`src/rtl/core_op_sched.sv`:
```
// core_op_sched: round-robin arbiter in front of a shared combinational core_op.
// Two requesters compete for a single issue stage that drives core_op. DIV
// operands are held for DIV_CYCLES cycles so the divide path can be treated as
// multicycle. The result is then captured into a valid/ready output register.

package core_op_pkg;
  localparam int OP_SIZE = 3;
  localparam logic [OP_SIZE-1:0] ADD = 3'd0;
  localparam logic [OP_SIZE-1:0] SUB = 3'd1;
  localparam logic [OP_SIZE-1:0] MUL = 3'd2;
  localparam logic [OP_SIZE-1:0] DIV = 3'd3;

  // Total exponent: regime range plus exponent bits plus sign headroom.
  function automatic int te_size(input int n);
    return $clog2(n) + 3;
  endfunction

  // Mantissa including the hidden bit.
  function automatic int mant_size(input int n);
    return n - 2;
  endfunction

  // Full-width fraction result (product width).
  function automatic int frac_full_size(input int n);
    return 2 * (n - 2);
  endfunction
endpackage

module core_op_sched
  import core_op_pkg::*;
#(
  parameter int N          = 16,
  parameter int TAG_W      = 4,
  parameter int DIV_CYCLES = 3,
  localparam int TE_SIZE        = te_size(N),
  localparam int MANT_SIZE      = mant_size(N),
  localparam int FRAC_FULL_SIZE = frac_full_size(N)
)(
  input  logic                        clk,
  input  logic                        rst,
  input  logic [1:0]                  req_valid,
  output logic [1:0]                  req_ready,
  input  logic [2*OP_SIZE-1:0]        req_op,
  input  logic [1:0]                  req_sign1,
  input  logic [1:0]                  req_sign2,
  input  logic [2*TE_SIZE-1:0]        req_te1,
  input  logic [2*TE_SIZE-1:0]        req_te2,
  input  logic [2*MANT_SIZE-1:0]      req_mant1,
  input  logic [2*MANT_SIZE-1:0]      req_mant2,
  input  logic [2*TAG_W-1:0]          req_tag,
  output logic [OP_SIZE-1:0]          cop_op,
  output logic                        cop_sign1,
  output logic                        cop_sign2,
  output logic [TE_SIZE-1:0]          cop_te1,
  output logic [TE_SIZE-1:0]          cop_te2,
  output logic [MANT_SIZE-1:0]        cop_mant1,
  output logic [MANT_SIZE-1:0]        cop_mant2,
  input  logic [TE_SIZE-1:0]          cop_te_out,
  input  logic [FRAC_FULL_SIZE-1:0]   cop_frac_out,
  output logic                        out_valid,
  input  logic                        out_ready,
  output logic [TE_SIZE-1:0]          out_te,
  output logic [FRAC_FULL_SIZE-1:0]   out_frac,
  output logic                        out_id,
  output logic [TAG_W-1:0]            out_tag,
  output logic                        busy
);

  localparam logic [3:0] DIV_LOAD = 4'(DIV_CYCLES - 1);

  // Anything that is not ADD/SUB/MUL goes down core_op's default (divide) path.
  function automatic logic is_div(input logic [OP_SIZE-1:0] op);
    return !((op == ADD) || (op == SUB) || (op == MUL));
  endfunction

  logic                      rr_q, rr_d;
  logic                      issue_valid_q, issue_valid_d;
  logic [3:0]                div_cnt_q, div_cnt_d;
  logic [OP_SIZE-1:0]        iss_op_q, iss_op_d;
  logic                      iss_sign1_q, iss_sign1_d;
  logic                      iss_sign2_q, iss_sign2_d;
  logic [TE_SIZE-1:0]        iss_te1_q, iss_te1_d;
  logic [TE_SIZE-1:0]        iss_te2_q, iss_te2_d;
  logic [MANT_SIZE-1:0]      iss_mant1_q, iss_mant1_d;
  logic [MANT_SIZE-1:0]      iss_mant2_q, iss_mant2_d;
  logic                      iss_id_q, iss_id_d;
  logic [TAG_W-1:0]          iss_tag_q, iss_tag_d;
  logic                      out_valid_q, out_valid_d;
  logic [TE_SIZE-1:0]        out_te_q, out_te_d;
  logic [FRAC_FULL_SIZE-1:0] out_frac_q, out_frac_d;
  logic                      out_id_q, out_id_d;
  logic [TAG_W-1:0]          out_tag_q, out_tag_d;

  logic gnt_idx;
  logic in_ready;
  logic accept;
  logic exec_done;
  logic issue_adv;
  logic [OP_SIZE-1:0] sel_op;

  // Handshake control: grant selection, advance condition and requester accept.
  always_comb begin
    exec_done = issue_valid_q & (div_cnt_q == 4'd0);
    issue_adv = exec_done & (~out_valid_q | out_ready);
    in_ready  = ~issue_valid_q | issue_adv;
    gnt_idx   = (&req_valid) ? rr_q : req_valid[1];
    accept    = (|req_valid) & in_ready & ~rst;
    req_ready = 2'b00;
    if (accept) req_ready = gnt_idx ? 2'b10 : 2'b01;
    sel_op    = gnt_idx ? req_op[OP_SIZE +: OP_SIZE] : req_op[0 +: OP_SIZE];
    rr_d      = accept ? ~gnt_idx : rr_q;
  end

  // Issue stage: load on accept, otherwise hold and count down a DIV window.
  always_comb begin
    issue_valid_d = issue_valid_q;
    div_cnt_d     = div_cnt_q;
    iss_op_d      = iss_op_q;
    iss_sign1_d   = iss_sign1_q;
    iss_sign2_d   = iss_sign2_q;
    iss_te1_d     = iss_te1_q;
    iss_te2_d     = iss_te2_q;
    iss_mant1_d   = iss_mant1_q;
    iss_mant2_d   = iss_mant2_q;
    iss_id_d      = iss_id_q;
    iss_tag_d     = iss_tag_q;
    if (accept) begin
      issue_valid_d = 1'b1;
      div_cnt_d     = is_div(sel_op) ? DIV_LOAD : 4'd0;
      iss_op_d      = sel_op;
      iss_id_d      = gnt_idx;
      iss_sign1_d   = gnt_idx ? req_sign1[1] : req_sign1[0];
      iss_sign2_d   = gnt_idx ? req_sign2[1] : req_sign2[0];
      iss_te1_d     = gnt_idx ? req_te1[TE_SIZE +: TE_SIZE] : req_te1[0 +: TE_SIZE];
      iss_te2_d     = gnt_idx ? req_te2[TE_SIZE +: TE_SIZE] : req_te2[0 +: TE_SIZE];
      iss_mant1_d   = gnt_idx ? req_mant1[MANT_SIZE +: MANT_SIZE] : req_mant1[0 +: MANT_SIZE];
      iss_mant2_d   = gnt_idx ? req_mant2[MANT_SIZE +: MANT_SIZE] : req_mant2[0 +: MANT_SIZE];
      iss_tag_d     = gnt_idx ? req_tag[TAG_W +: TAG_W] : req_tag[0 +: TAG_W];
    end else begin
      if (issue_adv) issue_valid_d = 1'b0;
      if (div_cnt_q != 4'd0) div_cnt_d = div_cnt_q - 4'd1;
    end
  end

  // Output register: capture core_op result on advance, drop on downstream accept.
  always_comb begin
    out_valid_d = out_valid_q;
    out_te_d    = out_te_q;
    out_frac_d  = out_frac_q;
    out_id_d    = out_id_q;
    out_tag_d   = out_tag_q;
    if (issue_adv) begin
      out_valid_d = 1'b1;
      out_te_d    = cop_te_out;
      out_frac_d  = cop_frac_out;
      out_id_d    = iss_id_q;
      out_tag_d   = iss_tag_q;
    end else if (out_ready) begin
      out_valid_d = 1'b0;
    end
  end

  // State registers, all cleared asynchronously so a reset drops in-flight work.
  always_ff @(posedge clk or posedge rst) begin
    if (rst) begin
      rr_q          <= 1'b0;
      issue_valid_q <= 1'b0;
      div_cnt_q     <= 4'd0;
      iss_op_q      <= '0;
      iss_sign1_q   <= 1'b0;
      iss_sign2_q   <= 1'b0;
      iss_te1_q     <= '0;
      iss_te2_q     <= '0;
      iss_mant1_q   <= '0;
      iss_mant2_q   <= '0;
      iss_id_q      <= 1'b0;
      iss_tag_q     <= '0;
      out_valid_q   <= 1'b0;
      out_te_q      <= '0;
      out_frac_q    <= '0;
      out_id_q      <= 1'b0;
      out_tag_q     <= '0;
    end else begin
      rr_q          <= rr_d;
      issue_valid_q <= issue_valid_d;
      div_cnt_q     <= div_cnt_d;
      iss_op_q      <= iss_op_d;
      iss_sign1_q   <= iss_sign1_d;
      iss_sign2_q   <= iss_sign2_d;
      iss_te1_q     <= iss_te1_d;
      iss_te2_q     <= iss_te2_d;
      iss_mant1_q   <= iss_mant1_d;
      iss_mant2_q   <= iss_mant2_d;
      iss_id_q      <= iss_id_d;
      iss_tag_q     <= iss_tag_d;
      out_valid_q   <= out_valid_d;
      out_te_q      <= out_te_d;
      out_frac_q    <= out_frac_d;
      out_id_q      <= out_id_d;
      out_tag_q     <= out_tag_d;
    end
  end

  assign cop_op    = iss_op_q;
  assign cop_sign1 = iss_sign1_q;
  assign cop_sign2 = iss_sign2_q;
  assign cop_te1   = iss_te1_q;
  assign cop_te2   = iss_te2_q;
  assign cop_mant1 = iss_mant1_q;
  assign cop_mant2 = iss_mant2_q;
  assign out_valid = out_valid_q;
  assign out_te    = out_te_q;
  assign out_frac  = out_frac_q;
  assign out_id    = out_id_q;
  assign out_tag   = out_tag_q;
  assign busy      = issue_valid_q | out_valid_q;

endmodule

```
`config.mk`:
```
export PLATFORM = sky130hd
export DESIGN_NAME = core_op_sched
export DESIGN_NICKNAME = d
export VERILOG_FILES = /design/src/rtl/core_op_sched.sv
export SDC_FILE = /design/constraint.sdc
export NUM_CORES = 1
export LEC_CHECK = 0
export ABC_AREA = 1
export BUFFER_PORTS_ARGS = -buffer_cell sky130_fd_sc_hd__buf_4
export CAP_MARGIN = 20
export CORE_MARGIN = 4
export CORE_UTILIZATION = 33
export DETAILED_ROUTE_END_ITERATION = 16
export GPL_TIMING_DRIVEN = 0
export PLACE_DENSITY_LB_ADDON = 0.05
export SLEW_MARGIN = 20
export SYNTH_ARGS = -nofsm -noshare
export SYNTH_HDL_FRONTEND = slang
export SYNTH_SLANG_ARGS = --single-unit
```
`constraint.sdc`:
```
create_clock -name clk -period 4 [get_ports clk]
set_input_delay 0.4 -clock clk [delete_from_list [all_inputs] [get_ports clk]]
set_output_delay 0.4 -clock clk [all_outputs]
set_load 0.05 [all_outputs]
```
==> results by stage, run 1 <==
CTS:
- The clock-pin transition on the worst setup and hold timing paths is approximately 0.07 ns.
- The number of gates given a new drive strength after cts is 0.
- The post-CTS setup repair buffer count is 0.
- The tree built by TritonCTS fans out to 99 sinks.
- Clock tree synthesis inserted a total of 9 buffers.
- TritonCTS built the clock tree.
- The worst-case clock buffer depth is 2.
- The total number of H-tree levels is 3.
- In this run the clock root is driven by a clkbuf_16.
- At the later pin of the worst-skew pair, clock insertion delay measures 0.34 ns.
- The number of buffers added to fix hold violations after cts is 0.

Critical path:
- The worst register-to-register path begins at div_cnt_q[0]$_DFFE_PP0P_.
- On the worst path, the slowest cell contributes a delay of roughly 0.38 ns.
- Along the worst path, the maximum fanout reaches 10.
- Counting both buffers and inverters, the worst setup path holds a total of 3.
- The kind of end point of the critical path is an output pin.
- Traced cell by cell, the critical path runs through inv_1 -> ha_1 -> nand2_2 -> o21bai_4 -> nand2_4 -> nor2_4 -> buf_4 -> buf_4.
- The most used cell along the critical path is buf_4.
- The critical path starts at div_cnt_q[0]$_DFFE_PP0P_.
- The cell at the slowest stage of the critical path is dfrtp_1.
- The kind of cell adding the most delay to the critical path is buffers and inverters.
- For the worst setup path, the data required time is 3.60 ns.
- The worst endpoint data arrival time is between 2 and 2.5 ns.
- The critical setup path kind is reg2out.
- STA classifies the critical path startpoint as a register.

STA:
- The final count of hold timing violations was 0.
- After layout, the minimum clock period comes to 2.50 ns.
- Setup violations remaining at the end of the flow were counted as 0.
- Setup repair after global routing left no endpoint under its margin.
- The highest achievable clock rate is 0.401 GHz.
- The share of the clock period used by the worst path after layout is 0.624.
- The max-slew violation count is 0.
- The maximum clock skew at final layout is 0.00711 ns.
- The pin slew with the least headroom to its limit is 0.589 ns.
- Measured against its own limit, the worst slew margin works out to 0.607.

Synth:
- The combined area of all synthesized cells is 4160 sq um.
- The number of synthesis warnings is 0.
- The number of flip-flops and latches in the synthesized netlist is 99.
- Among all flip-flop cells after synthesis, the most frequent one is dfrtp_1.
- The number of nets in the synthesized netlist is 556.
- The sequential cell area fraction in the yosys report is 0.595.
- Synthesis instantiated 23 different standard cells from the library.
- The share of synthesized registers carrying an async set or reset is 1.00.
- The cell count after synthesis is 413.
- Counting flops with a built-in enable in the synthesized netlist gives 0.
- The post-synthesis area per instance is 10.1 sq um.

Power:
- The power consumption is roughly 6.0 mW.
- The sequential cell fraction of total power is 0.289.
- The cell internal power dissipation is 3.08 mW.
- The switching share of total power is 0.486.
- Summed over all cells, the static leakage comes to 3.34 nW.
- The switching power is 2.91 mW.
- The power per cell area is ~930 nW/um^2.
- The share of total power dissipated in the clock network is 0.138.
- Across the VDD grid, the largest voltage drop is 0.366 mV.
- The share of total power dissipated in combinational logic is 0.574.

Min path:
- The worst hold-check path type is in2async.

Global routing:
- The initial antenna violation count is 0.
- The total routing resource utilization after global routing is 0.175.
- The global-route layer with the greatest usage is met2.
- In the global route stage, met3 resource usage came out at 0.0543.
- In the global route stage, met2 resource usage came out at 0.288.
- The routing usage on met1 is 0.217.
- The first global-routing pass estimated 20000 um of wire.
- Entering global routing, the biggest net connects 68 pins.
- The via count of the first global-routing pass came to 3815.
- The total overflow reported by the global router is 0.

Layout:
- The filler cell count is 1168.
- The net count of the finished layout is 800.
- The area growth from synthesis to layout is 54.4%.
- The final design instance area without fill is 6420 sq um.
- At the end of the flow the core is filled with cells to 0.528.
- The number of antenna diodes in the final layout is 0.
- The fraction of layout instances using a drive strength above 1 is 0.472.

Die:
- The die is approximately 120 um tall.
- The total die area is 14500 sq um.
- The area of the core is 12200 sq um.
- The die is about 120 um wide.
- The number of top-level design ports is 233.
- The count of standard-cell rows is 40.
- The initial utilization of the core area, before any placement, comes to 0.342.

Placed design:
- Once placement finished, the instance area stood at about 6100 sq um.
- The wire-length estimate of the detail-placed layout is roughly 9700 um.
- Routability-driven placement finished with a final weighted congestion of 0.779.
- Input and output buffers added on the ports amount to approximately 230.

Route:
- In this run the remaining antenna-violating nets after routing total 0.
- The routed wirelength normalized by instance count is roughly 15 um.
- The number of detailed-route iterations in the first pass is 4.
- The initial DRC count is 131.
- The via count is about 3700.
- The post-route DRC violation count is 0.
- The aggregate routed wire length is between 10000 and 15000 um.
- After detailed routing, the number of vias per cell comes to about 4.5.

Run:
- The tool flagged a number of max-cap violations equal to 0.

Status:
- The run finished with clean final reports.
==> final timing paths <==
kind | endpoint | slack [ns] | cells past startpoint
max in group asynchronous | cop_mant2[8]$_DFFE_PP0P_ | 3.32 | 3
setup reg to reg | iss_tag_q[1]$_DFFE_PP0P_ | 2.20 | 8
hold reg to reg | cop_op[0]$_DFFE_PP0P_ | 0.49 | 2
hold / removal | cop_te1[2]$_DFFE_PP0P_ | 0.05 | 2
setup / recovery | req_ready[1] | 1.50 | 8
min in group clk | cop_mant2[6]$_DFFE_PP0P_ | 0.26 | 3
==> area by class of cell <==
type                            instances  area (sq um)  share of cell area
Buffer                                 20           136              0.0212
Clock buffer                           11           253              0.0393
Clock inverter                          4          26.3             0.00409
Inverter                               12          50.0             0.00779
Multi-Input combinational cell        282          1500               0.234
Sequential cell                        99          2480               0.386
Tap cell                              168           210              0.0327
Timing Repair Buffer                  233          1770               0.275
==> synth_stat cells (2+ instances only) <==
master | n | share of area
inv_1 | 11 | 0.0099
mux2_2 | 38 | 0.10
o21ai_1 | 2 | 0.0024
dfrtp_1 | 99 | 0.60
xnor2_1 | 2 | 0.0042
nand2_1 | 164 | 0.15
buf_4 | 14 | 0.025
a21oi_2 | 2 | 0.0042
o21ai_0 | 2 | 0.0024
nand3_1 | 53 | 0.064
clkbuf_1 | 4 | 0.0036
nor3_1 | 3 | 0.0036
nor2_4 | 2 | 0.0054
nor2_1 | 8 | 0.0072
==> per-stage QoR <==
stage	hold WS, ns	worst slack [ns]	std cells	setup TNS (ns)
finish	0.0467	1.50	829	0
global route	0.0640	1.33	829	0
CTS	0.0463	1.45	829	0
detailed placement	0.415	1.83	814	0
global placement	0.469	-0.423	813	-41.40
floorplan	0.458	1.01	413	0
==> state kept, by name (all words and copies together) (netlist names), 7 cells and up <==
signal,flops
out_frac,28
cop_mant1,14
cop_mant2,14
cop_te1,7
cop_te2,7
out_te,7
==> metal layers <==
metal  vias to the layer above  part of all wire
met5                         -                 0
met2                       148              0.49
met1                      1747              0.41
met4                         0             0.021
met3                        16             0.083
li1                       1815                 -
==> kinds of logic (layout without fill, tap and decap cells) <==
family	count (synthesis)	count (layout)	synth area share
simple gates	233	233	0.235
buf+inv	32	280	0.0436
flops	99	99	0.595
fa+ha+maj	1	1	0.00301
compound gates	7	7	0.0135
xor+xnor	2	2	0.00421
mux	39	39	0.106
==> placed cells by master, fill, tap and decap left out, drive strengths merged <==
cell,n
a21oi,2
buf,249
clkbuf,15
clkinv,3
clkinvlp,1
dfrtp,99
ha,1
inv,12
mux2,39
nand2,166
nand3,54
nor2,10
nor3,3
o21ai,4
o21bai,1
xnor2,2
==> power by group through the flow <==
stage,clock network (mW),logic (mW),registers (mW)
floorplan,0,0.892,3.22
global placement,0,3.45,1.73
detailed placement,0,3.49,1.74
CTS,0.844,3.49,1.74
global route,0.895,3.64,1.80
finish,0.823,3.43,1.73
Power figures use the tool's default switching activity.
==> run 2: changes to the inputs <==
--- a/config.mk
+++ b/config.mk
@@ -5,7 +5,7 @@
 export SDC_FILE = /design/constraint.sdc
 export NUM_CORES = 1
 export LEC_CHECK = 0
-export ABC_AREA = 1
+export ABC_AREA = 0
 export BUFFER_PORTS_ARGS = -buffer_cell sky130_fd_sc_hd__buf_4
 export CAP_MARGIN = 20
 export CORE_MARGIN = 4
==> constraint.sdc (replaced) <==
create_clock -name clk -period 2.4 [get_ports clk]
set_input_delay 0.24 -clock clk [delete_from_list [all_inputs] [get_ports clk]]
set_output_delay 0.24 -clock clk [all_outputs]
set_load 0.05 [all_outputs]
==> run 2 against run 1 <==
  * Synthesized cell count down 14%
  * Sequential share of layout area down 1.5 points
  * Sequential power up 68%
  * Highest routed layer unchanged
==> results by stage, run 2 <==
STA:
- The max-slew violation count is 0.
- The minimum clock period is 2.34 ns.
- The final count of hold timing violations came to 0.
- The worst pin sits at a relative slew slack of 0.470.
- The pin slew with the least headroom to its limit is 0.796 ns.
- The final-report setup violation count is 0.
- Setup repair after global routing could not meet its margin everywhere.
- The clock arrives with 0.00425 ns of skew.
- The share of the clock period used by the worst path after layout is 0.976.
- For this run, the top clock speed supported by timing is 0.427 GHz.
- The tightest hold path in the finished design has a slack of between 0.1 and 0.15 ns.

Placed design:
- Once placement completed, the tool counted placed cells totaling 761.
- The routability congestion estimate is roughly 0.7.
- The number of input and output port buffers inserted is ~230.
- The HPWL after detailed placement is ~9400 um.
- The placed instances occupy a cell area of 6300 sq um.

Layout:
- The filler cell count is 1154.
- The number of antenna repair diodes is 0.
- The top cell types in the final layout, fill and taps aside, are buf_4, dfrtp_1, nand2_1.
- The post-route core utilization is 0.527.
- From synthesis to final layout, the design area changed by 56.1%.
- The area taken by flip-flops and latches is between 2000 and 2500 sq um.
- The register with the most flip-flops in the layout has 28 of them.
- The finished cells cover 6680 sq um.
- The final layout net count is 752.
- The multi-input combinational cells in the finished layout cover a total of 1690 sq um.
- The count of cells in the finished layout, fillers not included, comes to 783.
- The library cell used most frequently in the layout, excluding fill and tap cells, is buf_4.
- Of the cells placed in the final design, the portion with a size suffix greater than 1 is 0.525.

Power:
- The relative contribution of the clock network to total power is 0.126.
- Power spread over the standard cell area amounts to 1520 nW/um^2.
- Of the total power, the share spent switching nets is 0.481.
- Summed over all nets, the switching power comes to 4.89 mW.
- The combinational share of power is 0.588.
- Across the VDD grid, the largest voltage drop is around 0.56 mV.
- After layout, the design draws a total of slightly above 10 mW.
- The internal power of the cells totals 5.29 mW.
- The sequential cell fraction of total power is 0.285.
- Summed over all cells, the static leakage comes to 3.46 nW.

Synth:
- The area fraction in compound gates after synthesis came to 0.0862.
- Summed over all instances, the cell type with the most area after synthesis is dfrtp_1.
- Synthesis produced a netlist whose cell count is 354.
- For this run, the register share of the synthesized area comes to 0.579.
- Of all flip-flops after synthesis, the portion carrying an async set or reset was 1.00.
- Of the total synthesized cell area, the portion taken by XOR and XNOR cells is 0.
- The number of flip-flops and latches in the synthesized netlist is 99.
- The post-synthesis area per instance is between 10 and 15 sq um.
- The Yosys step of the flow raised 0 warnings.
- The most frequent cell after synthesis is dfrtp_1.
- The share of synthesized area in the top cell type comes to 0.579.
- The post-synthesis mux area share is 0.227.
- Of the total synthesized cell area, the portion taken by AND, OR, NAND and NOR gates is 0.0695.
- The count of different cell masters after synthesis is 31.
- After synthesis, the largest family of logic cells by area is multiplexers.
- In the post-synthesis netlist, the biggest area contributors are dfrtp_1, mux2i_1, mux2_2.
- The combined area of all synthesized cells is 4280 sq um.
- In the synthesized netlist, the cells that appear most often are dfrtp_1, nand2_1, mux2i_1.
- The area share of fa/ha/maj cells after synthesis is 0.00292.
- The predominant post-synthesis flop cell is dfrtp_1.
- The count of flip-flops with a built-in enable after synthesis is 0.
- When the netlist entered floorplanning its net count stood at 497.

CTS:
- The clock net in this run drives a total of 99 sinks.
- The number of clock buffers inserted by TritonCTS is 9.
- The H-tree was split into 3 levels.
- After clock tree synthesis, the clock-pin slew on the worst setup and hold paths is approximately 0.060 ns.
- The clock tree from TritonCTS is yes.
- The clock reaches the later pin of the worst-skew pair after approximately 0.34 ns.
- The worst-case clock buffer depth is 2.
- Clock tree synthesis selected as its root buffer the cell clkbuf_16.

Route:
- After detailed routing, the number of vias per cell comes to approximately 4.5.
- The number of detailed-route iterations in the first pass is 4.
- The post-route DRC violation count is 0.
- The count of nets left with antenna violations after detail routing is 0.
- The routed wirelength normalized by instance count is ~15 um.
- The aggregate routed wire length is 11900 um.
- For this block, the initial DRC count from the detailed router was 75.
- The via count is 3542.

Global routing:
- The total routing resource utilization after global routing is 0.163.
- Entering global routing, the biggest net connects 31 pins.
- The total overflow reported by the global router is 0.
- The global-route wire length before repair is approximately 19000 um.
- The via count of the first global-routing pass was between 3000 and 4000.
- The initial antenna violation count is 0.

Critical path:
- The signal on the critical path passes through inv_2 -> ha_4 -> or3b_1 -> buf_6 -> a211o_4 -> nor2_4 -> buf_8.
- The cell count of the worst reg-to-reg path is 9.
- The kind of end point of the critical path is an output pin.
- The top fanout value on the critical path is 6.
- In this run the critical register-to-register path is captured at cop_te2[1]$_DFFE_PP0P_.
- The worst register-to-register path begins at div_cnt_q[0]$_DFFE_PP0P_.
- STA classifies the critical path startpoint as a register.
- The largest stage delay on the critical path is between 0.3 and 0.4 ns.
- The worst endpoint data arrival time is 2.10 ns.
- The critical path is of the reg2out type.
- The launching instance or port of the critical path is div_cnt_q[0]$_DFFE_PP0P_.
- The required time of the critical path is 2.16 ns.
- The slowest stage of the critical path is the dfrtp_1 cell.
- The setup slack of the worst register-to-register path is 0.15 ns.

Die:
- The starting density of the core is 0.338.
- After floorplanning, the core was divided into 41 placement rows.
- The height of the chip is between 100 and 150 um.
- 233 I/O pins were placed.
- The chip width is around 120 um.
- The total die area is 14900 sq um.
- The area of the core is 12700 sq um.

Min path:
- For hold timing, the worst endpoint is out_frac[23]$_DFFE_PP0P_.
- The cell count of the worst hold path is 2.
- The source of the worst hold timing path is cop_frac_out[23].
- The worst hold-check path type is in2reg.

Run:
- Max-cap violations in this run came to 0.

Status:
- The run finished with clean final reports.
-- run 2: changes by cell type after synthesis, sizes merged, moves of 3 or more --
cell	change
nor2	-3
clkbuf	+3
inv	-8
mux2i	+51
nand2	-111
o21ai	+50
nand3	-54
-- run 2: kinds of logic (layout without fill, tap and decap cells) --
kind of cell    count (synthesis)  in the layout
flops                          99             99
simple gates                   71             71
mux                            92             92
fa+ha+maj                       1              1
buf+inv                        26            283
compound gates                 65             65
-- run 2: final cells by class --
type,count,share of cell area
Sequential cell,99,0.371
Timing Repair Buffer,246,0.284
Multi-Input combinational cell,229,0.253
Clock buffer,13,0.0374
Tap cell,172,0.0322
Buffer,20,0.0198
Inverter,4,0.00281
-- run 2: critical path: cells and delay by family, from the launching register on --
family | cells | cell delay [ns]
buffers and inverters | 3 | 0.40
adders and majority gates | 1 | 0.13
AOI/OAI and AO/OA | 1 | 0.34
DFF | 1 | 0.39
and+or+nand+nor | 2 | 0.49
-- run 2: layer usage --
layer	share of wire	GRT usage	wire [um]
met5	0	0	0
met4	0.018	0.0644	220
met3	0.11	0.0571	1260
met2	0.49	0.270	5880
met1	0.38	0.195	4560
-- run 2: worst max-delay path by stage --
stage                                           to  cells past startpoint
after global placement                req_ready[0]                      7
after global routing      cop_mant2[0]$_DFFE_PP0P_                      5
after floorplan                   rr_q$_DFFE_PP0P_                      8
after CTS                             req_ready[0]                      7
final                                 req_ready[1]                      7
after detailed placement              req_ready[0]                      7
-- run 2: per-stage QoR --
| stage | setup TNS (ns) | setup slack (ns) |
|---|---|---|
| 2_1_floorplan | 0 | 0.0815 |
| 3_3_place_gp | -0.00301 | -0.00301 |
| 3_5_place_dp | -0.0396 | -0.0298 |
| 4_1_cts | 0 | 0.00765 |
| 5_1_grt | -0.0414 | -0.0124 |
| 6_report | 0 | 0.0581 |
-- run 2: repair_timing --
action	4_1_cts	5_1_grt
setup endpoints to repair	2	17
hold endpoints to repair	16	0
gates resized for setup	12	8
pin swaps	4	3
buffers inserted	5	5
gates cloned	0	0
hold buffers	1	0
-- run 2: power groups by stage --
stage               Combinational (mW)  Clock [mW]  Sequential (mW)
CTS                               6.02        1.34             2.91
finish                            5.99        1.29             2.90
global placement                  5.87           0             2.89
detailed placement                5.93           0             2.92
global route                      6.35        1.41             3.01
floorplan                         1.61           0             5.38
